## src/rtl/pkg_core.sv

```systemverilog
// Shared core definitions: RV32I load/store width codes and the memory-stage state encoding.
package pkg_core;

    localparam logic [2:0] F3_LB  = 3'b000;
    localparam logic [2:0] F3_LH  = 3'b001;
    localparam logic [2:0] F3_LW  = 3'b010;
    localparam logic [2:0] F3_LBU = 3'b100;
    localparam logic [2:0] F3_LHU = 3'b101;

    localparam logic [1:0] ST_IDLE_ENC = 2'b00;
    localparam logic [1:0] ST_REQ_ENC  = 2'b01;
    localparam logic [1:0] ST_RESP_ENC = 2'b10;

    typedef enum logic [1:0] {
        ST_IDLE = ST_IDLE_ENC,
        ST_REQ  = ST_REQ_ENC,
        ST_RESP = ST_RESP_ENC
    } lsu_state_e;

    // funct3[1:0] carries the access size; the undefined codes 011/110/111 fall into the word case.
    function automatic logic isMisaligned(input logic [2:0] funct3, input logic [1:0] addrLo);
        logic mis;
        case (funct3[1:0])
            2'b00:   mis = 1'b0;
            2'b01:   mis = addrLo[0];
            default: mis = (addrLo != 2'b00);
        endcase
        return mis;
    endfunction

endpackage

```

## src/rtl/lsu_load_align.sv

```systemverilog
// Picks the addressed byte/half out of a bus word and sign- or zero-extends it.
module lsu_load_align
    import pkg_core::*;
(
    input  logic [31:0] rdata_i,
    input  logic [1:0]  addr_i,
    input  logic [2:0]  funct3_i,
    output logic [31:0] data_o
);

    logic [7:0]  byteSel;
    logic [15:0] halfSel;
    logic        signExt;

    always_comb begin
        case (addr_i)
            2'd0:    byteSel = rdata_i[7:0];
            2'd1:    byteSel = rdata_i[15:8];
            2'd2:    byteSel = rdata_i[23:16];
            default: byteSel = rdata_i[31:24];
        endcase
        halfSel = addr_i[1] ? rdata_i[31:16] : rdata_i[15:0];
        // funct3[2] set means the unsigned variant (LBU/LHU)
        signExt = ~funct3_i[2];
        case (funct3_i[1:0])
            2'b00:   data_o = {{24{signExt & byteSel[7]}}, byteSel};
            2'b01:   data_o = {{16{signExt & halfSel[15]}}, halfSel};
            default: data_o = rdata_i;
        endcase
    end

endmodule

```

## src/rtl/lsu.sv

```systemverilog
// Memory stage: issues loads/stores on a req/gnt + rvalid bus, stalls while busy,
// and registers the writeback bundle.
module lsu
    import pkg_core::*;
#(
    parameter int DATA_WIDTH = 32,
    parameter int ADDR_WIDTH = 32
) (
    input  logic                  clk,
    input  logic                  rst_n,
    input  logic                  i_valid,
    input  logic                  i_mem_ren,
    input  logic                  i_mem_wen,
    input  logic [2:0]            i_funct3,
    input  logic [DATA_WIDTH-1:0] i_alu_result,
    input  logic [DATA_WIDTH-1:0] i_store_data,
    input  logic                  i_rd_wen,
    input  logic [4:0]            i_rd_addr,
    output logic                  o_stall,
    output logic                  o_bus_req,
    output logic                  o_bus_we,
    output logic [ADDR_WIDTH-1:0] o_bus_addr,
    output logic [3:0]            o_bus_be,
    output logic [DATA_WIDTH-1:0] o_bus_wdata,
    input  logic                  i_bus_gnt,
    input  logic                  i_bus_rvalid,
    input  logic [DATA_WIDTH-1:0] i_bus_rdata,
    output logic                  o_misaligned,
    output logic                  o_sel,
    output logic                  o_rd_wen,
    output logic [4:0]            o_rd_addr,
    output logic [DATA_WIDTH-1:0] o_alu_result,
    output logic [DATA_WIDTH-1:0] o_mem_data
);

    lsu_state_e            state_q;
    logic [ADDR_WIDTH-1:0] addr_q;
    logic [2:0]            funct3_q;
    logic                  we_q;
    logic [3:0]            be_q;
    logic [DATA_WIDTH-1:0] wdata_q;
    logic                  rdWenLat_q;
    logic [4:0]            rdAddrLat_q;
    logic                  misaligned_q;
    logic                  sel_q;
    logic                  rdWen_q;
    logic [4:0]            rdAddr_q;
    logic [DATA_WIDTH-1:0] alu_q;
    logic [DATA_WIDTH-1:0] memData_q;

    logic                  memOp;
    logic                  misaligned;
    logic [3:0]            be_d;
    logic [DATA_WIDTH-1:0] wdata_d;
    logic [DATA_WIDTH-1:0] loadData;

    assign memOp      = i_mem_ren | i_mem_wen;
    assign misaligned = isMisaligned(i_funct3, i_alu_result[1:0]);

    // Sub-word stores replicate the data across lanes; the byte enables pick the live lane.
    always_comb begin
        case (i_funct3[1:0])
            2'b00: begin
                be_d    = 4'b0001 << i_alu_result[1:0];
                wdata_d = {4{i_store_data[7:0]}};
            end
            2'b01: begin
                be_d    = 4'b0011 << i_alu_result[1:0];
                wdata_d = {2{i_store_data[15:0]}};
            end
            default: begin
                be_d    = 4'b1111;
                wdata_d = i_store_data;
            end
        endcase
    end

    lsu_load_align u_align (
        .rdata_i  (i_bus_rdata),
        .addr_i   (addr_q[1:0]),
        .funct3_i (funct3_q),
        .data_o   (loadData)
    );

    always_ff @(posedge clk or negedge rst_n) begin
        if (!rst_n) begin
            state_q      <= ST_IDLE;
            addr_q       <= '0;
            funct3_q     <= '0;
            we_q         <= 1'b0;
            be_q         <= '0;
            wdata_q      <= '0;
            rdWenLat_q   <= 1'b0;
            rdAddrLat_q  <= '0;
            misaligned_q <= 1'b0;
            sel_q        <= 1'b0;
            rdWen_q      <= 1'b0;
            rdAddr_q     <= '0;
            alu_q        <= '0;
            memData_q    <= '0;
        end else begin
            misaligned_q <= 1'b0;
            case (state_q)
                ST_IDLE: begin
                    rdWen_q <= 1'b0;
                    if (i_valid && memOp && misaligned) begin
                        misaligned_q <= 1'b1;
                    end else if (i_valid && memOp) begin
                        addr_q      <= i_alu_result[ADDR_WIDTH-1:0];
                        funct3_q    <= i_funct3;
                        we_q        <= ~i_mem_ren;
                        be_q        <= be_d;
                        wdata_q     <= wdata_d;
                        rdWenLat_q  <= i_rd_wen;
                        rdAddrLat_q <= i_rd_addr;
                        state_q     <= ST_REQ;
                    end else if (i_valid) begin
                        rdWen_q  <= i_rd_wen;
                        rdAddr_q <= i_rd_addr;
                        alu_q    <= i_alu_result;
                        sel_q    <= 1'b0;
                    end
                end
                ST_REQ: begin
                    if (i_bus_gnt) begin
                        state_q <= we_q ? ST_IDLE : ST_RESP;
                    end
                end
                ST_RESP: begin
                    if (i_bus_rvalid) begin
                        memData_q <= loadData;
                        sel_q     <= 1'b1;
                        rdWen_q   <= rdWenLat_q;
                        rdAddr_q  <= rdAddrLat_q;
                        state_q   <= ST_IDLE;
                    end
                end
                default: state_q <= ST_IDLE;
            endcase
        end
    end

    assign o_stall      = (state_q != ST_IDLE) || (i_valid && memOp && !misaligned);
    assign o_bus_req    = (state_q == ST_REQ);
    assign o_bus_we     = we_q;
    assign o_bus_addr   = {addr_q[ADDR_WIDTH-1:2], 2'b00};
    assign o_bus_be     = be_q;
    assign o_bus_wdata  = wdata_q;
    assign o_misaligned = misaligned_q;
    assign o_sel        = sel_q;
    assign o_rd_wen     = rdWen_q;
    assign o_rd_addr    = rdAddr_q;
    assign o_alu_result = alu_q;
    assign o_mem_data   = memData_q;

endmodule

```

## config.mk

```make
export PLATFORM = sky130hd
export DESIGN_NAME = lsu
export DESIGN_NICKNAME = d
export VERILOG_FILES = /design/src/rtl/pkg_core.sv /design/src/rtl/lsu_load_align.sv /design/src/rtl/lsu.sv
export SDC_FILE = /design/constraint.sdc
export NUM_CORES = 1
export LEC_CHECK = 0
export BUFFER_PORTS_ARGS = -buffer_cell sky130_fd_sc_hd__buf_2
export CORE_MARGIN = 10
export CORE_UTILIZATION = 35
export DETAILED_ROUTE_END_ITERATION = 7
export PLACE_DENSITY_LB_ADDON = 0.3
export SLEW_MARGIN = 25
export SYNTH_ARGS = -nofsm -noshare
export SYNTH_HDL_FRONTEND = slang
export SYNTH_HIERARCHICAL = 1
export SYNTH_SLANG_ARGS = --single-unit
```

## constraint.sdc

```tcl
create_clock -name clk -period 4 [get_ports clk]
set_clock_uncertainty 0.15 [all_clocks]
set_input_delay 0.2 -clock clk [delete_from_list [all_inputs] [get_ports clk]]
set_output_delay 0.2 -clock clk [all_outputs]
set_load 0.05 [all_outputs]
```

==> metrics.csv <==
stage,metric,value,unit
grt,GRT busiest layer,met2,
floorplan,io pins,255,
clocking,total CTS buffers,17,
grt,global-route wire length before repair,34900,um
floorplan,Starting Density,35.5,%
drt,Starting DRT DRC Count,249,
placement,DP Worst Slack,1460,ps
grt,grt total ovfl,0,
min_path,Worst Hold Class,in2reg,
placement,dpl cell area,8690,um2
floorplan,die area,27600,um2
clocking,clock latency on the worst-skew pair,420,ps
yosys,sequential area share after synthesis,51.0,%
worst_setup_path,Critical Path Fanout Max,25,
worst_setup_path,CP Class,reg2reg,
layout,fraction of layout cells with a size suffix above 1,55.6,%
timing,Tcrit/Tclk final,63.9,%
layout,"most common cell after layout, fill and taps aside",buf_2,
grt,met3 usage,5.68,%
pwr,Leakage,0.00491,uW
timing,hold_ws,9.08,ps
timing,slew margin rel.,37.4,%
placement,HPWL after DPL,15300,um
clocking,CTS tree,built,
timing,Final Max Slew Viols,0,
yosys,post-synthesis cell type count,50,
timing,RSZ-0062 raised after global routing,no,
grt,vias in the first global route,6035,
timing,final setup violation count,0,
grt,met1 Usage GRT,19.1,%
worst_setup_path,Slowest cell on crit path,dfrtp_1,
timing,Slew @ Worst Pin,938,ps
yosys,cell taking the most area after synthesis,dfrtp_1,
drt,Routed wire per std cell,19.1,um
worst_setup_path,Top delay family on crit path,flip-flops,
timing,post-layout min period,2550,ps
clocking,root buf cell,clkbuf_16,
timing,Achievable Freq,391,MHz
floorplan,chip width,166,um
grt,initial antenna violation count,0,
layout,Layout Cell Area excl Fill,10100,um2
layout,area delta synth->final,35.7,%
timing,final hold vios,0,
grt,grt met2 use,25.2,%
yosys,Synth top area share,51.0,%
job,MaxCap Viol Count,0,
pwr,Final Power,8580,uW
worst_setup_path,Buf/Inv on CP,1,
drt,Via density,4.81,
yosys,Synth async-reset ratio,100,%
worst_setup_path,CP endpoint kind,register,
grt,largest net degree at the start of global routing,89,
clocking,clock-pin slew on the worst setup and hold paths,70,ps
placement,IO Port Bufs,252,
timing,final setup TNS,0,ps
yosys,Synth area leaders,"dfrtp_1, mux2_2, mux2_4, buf_4, mux2i_1",
worst_setup_path,CP cell instances,"nor2b_1, a32oi_2, buf_4, o221ai_1, mux2_2",
worst_setup_path,Worst Path Arrival,2770,ps
yosys,"Top FF cell, synth",dfrtp_1,
pwr,Power Density,847,nW/um2
worst_setup_path,CP startpoint kind,register,
worst_setup_path,worst stage delay on the critical path,800,ps
timing,worst setup margin,1450,ps
clocking,CTS Sinks,152,
drt,vias,5455,
worst_setup_path,worst endpoint required time,4210,ps
layout,ant diodes,0,
yosys,Syn Std Cell Area,7460,um2
floorplan,Die Span Y,166,um
clocking,Post-CTS Resized,0,
floorplan,standard-cell rows,53,
yosys,syn_area_per_cell,13.4,um2
grt,GRT Total Usage,15.6,%
placement,GPL Wtd Cong,0.749,
yosys,yosys warns,6,
yosys,Post-synth EDFFs,0,
yosys,Post-Syn Instances,555,
clocking,maximum level of the CTS H-tree,4,
yosys,Seq cells post-synth,152,
clocking,Max clock buf depth,2,
drt,DRC,0,
floorplan,core area,21000,um2
status,status,"complete, no violations",
drt,ANT nets after route,0,
pwr,Max IR drop VDD,413,uV
drt,drt total wl,21700,um
drt,Initial DRT Pass Iterations,4,
layout,Post-layout nets,959,
layout,most frequent cells in the layout,"buf_2, dfrtp_1, mux2_2, dlygate4sd3_1, mux2_4",
[per-layer routing]
metal	part of all wire, %	wire length (um)
met4	1.2	265
met3	8.6	1870
met1	42	9110
met2	48	10400
met5	0	0
[cells by family (layout without fill, tap and decap cells)]
family | Yosys count | in the layout | share of synthesized area, %
mux | 179 | 179 | 28.4
flops | 152 | 152 | 51.0
compound gates | 75 | 75 | 8.89
simple gates | 74 | 74 | 4.98
buf+inv | 74 | 378 | 6.71
other cells | 1 | 2 | 0.0502
[power breakdown]
group          total (uW)  leakage (uW)  internal [uW]  switching [uW]
clock                1750      0.000309           1010             733
sequential           2530       0.00182           2160             367
combinational        4310       0.00278           1280            3030
[final cells by class]
cell class | count | area (um2)
multi-input combinational | 330 | 3180
clock inverter | 15 | 211
inverter | 5 | 18.8
sequential | 152 | 3800
timing repair buffer | 341 | 2150
clock buffer | 17 | 425
fill | 1831 | 10900
tap | 275 | 344
[what timing repair did]
| action | 4_1_cts | 5_1_grt |
|---|---|---|
| endpoints found under the hold margin | 201 | 0 |
| setup buffers | 0 | 0 |
| hold buffers | 80 | 0 |
[registers in the layout (all words and copies together) (netlist names)]
name / flops
addr_q: 32
o_mem_data: 32
rdAddrLat_q: 5
o_alu_result: 32
rdWenLat_q: 1
funct3_q: 3
o_bus_wdata: 32
o_bus_we: 1
o_misaligned: 1
o_rd_wen: 1
state_q: 2
o_rd_addr: 5
o_bus_be: 4
o_sel: 1
[path summary, 6_finish.rpt]
| path | from | to | slack [ps] | depth (start not counted) |
|---|---|---|---|---|
| worst max-delay path | addr_q[1] | o_mem_data[9] | 1450 | 5 |
| worst min-delay path | i_alu_result[0] | o_alu_result[0] | 9 | 2 |
| worst max register to register | addr_q[1] | o_mem_data[9] | 1450 | 5 |
| worst min register to register | o_sel | o_sel | 340 | 1 |
| max in group asynchronous | rst_n | o_alu_result[16] | 2610 | 3 |
| min in group asynchronous | rst_n | o_mem_data[16] | 250 | 2 |
[stage by stage]
stage | std cells | util (%)
after floorplan | 556 | -
after global placement | 1023 | 41.3
after detailed placement | 1023 | 41.3
after CTS | 1135 | 48.2
after global routing | 1135 | 48.2
final | 1135 | 48.2
[synthesized netlist by cell type, types with 2 or more instances]
master / n
o221a_2: 5
mux2_4: 36
nand2_1: 35
a31oi_1: 2
o211ai_1: 7
mux2i_1: 24
clkbuf_1: 9
dfrtp_1: 152
a22o_1: 2
nand4_1: 2
a22oi_1: 9
o21ai_0: 11
nor3_1: 2
nor2b_1: 11
buf_2: 16
o211ai_2: 11
buf_4: 34
or2_2: 5
o22a_1: 7
inv_1: 4
nand3_1: 3
mux2_2: 119
nor2_1: 5
buf_6: 10
o221ai_1: 9
Power figures use the tool's default switching activity.
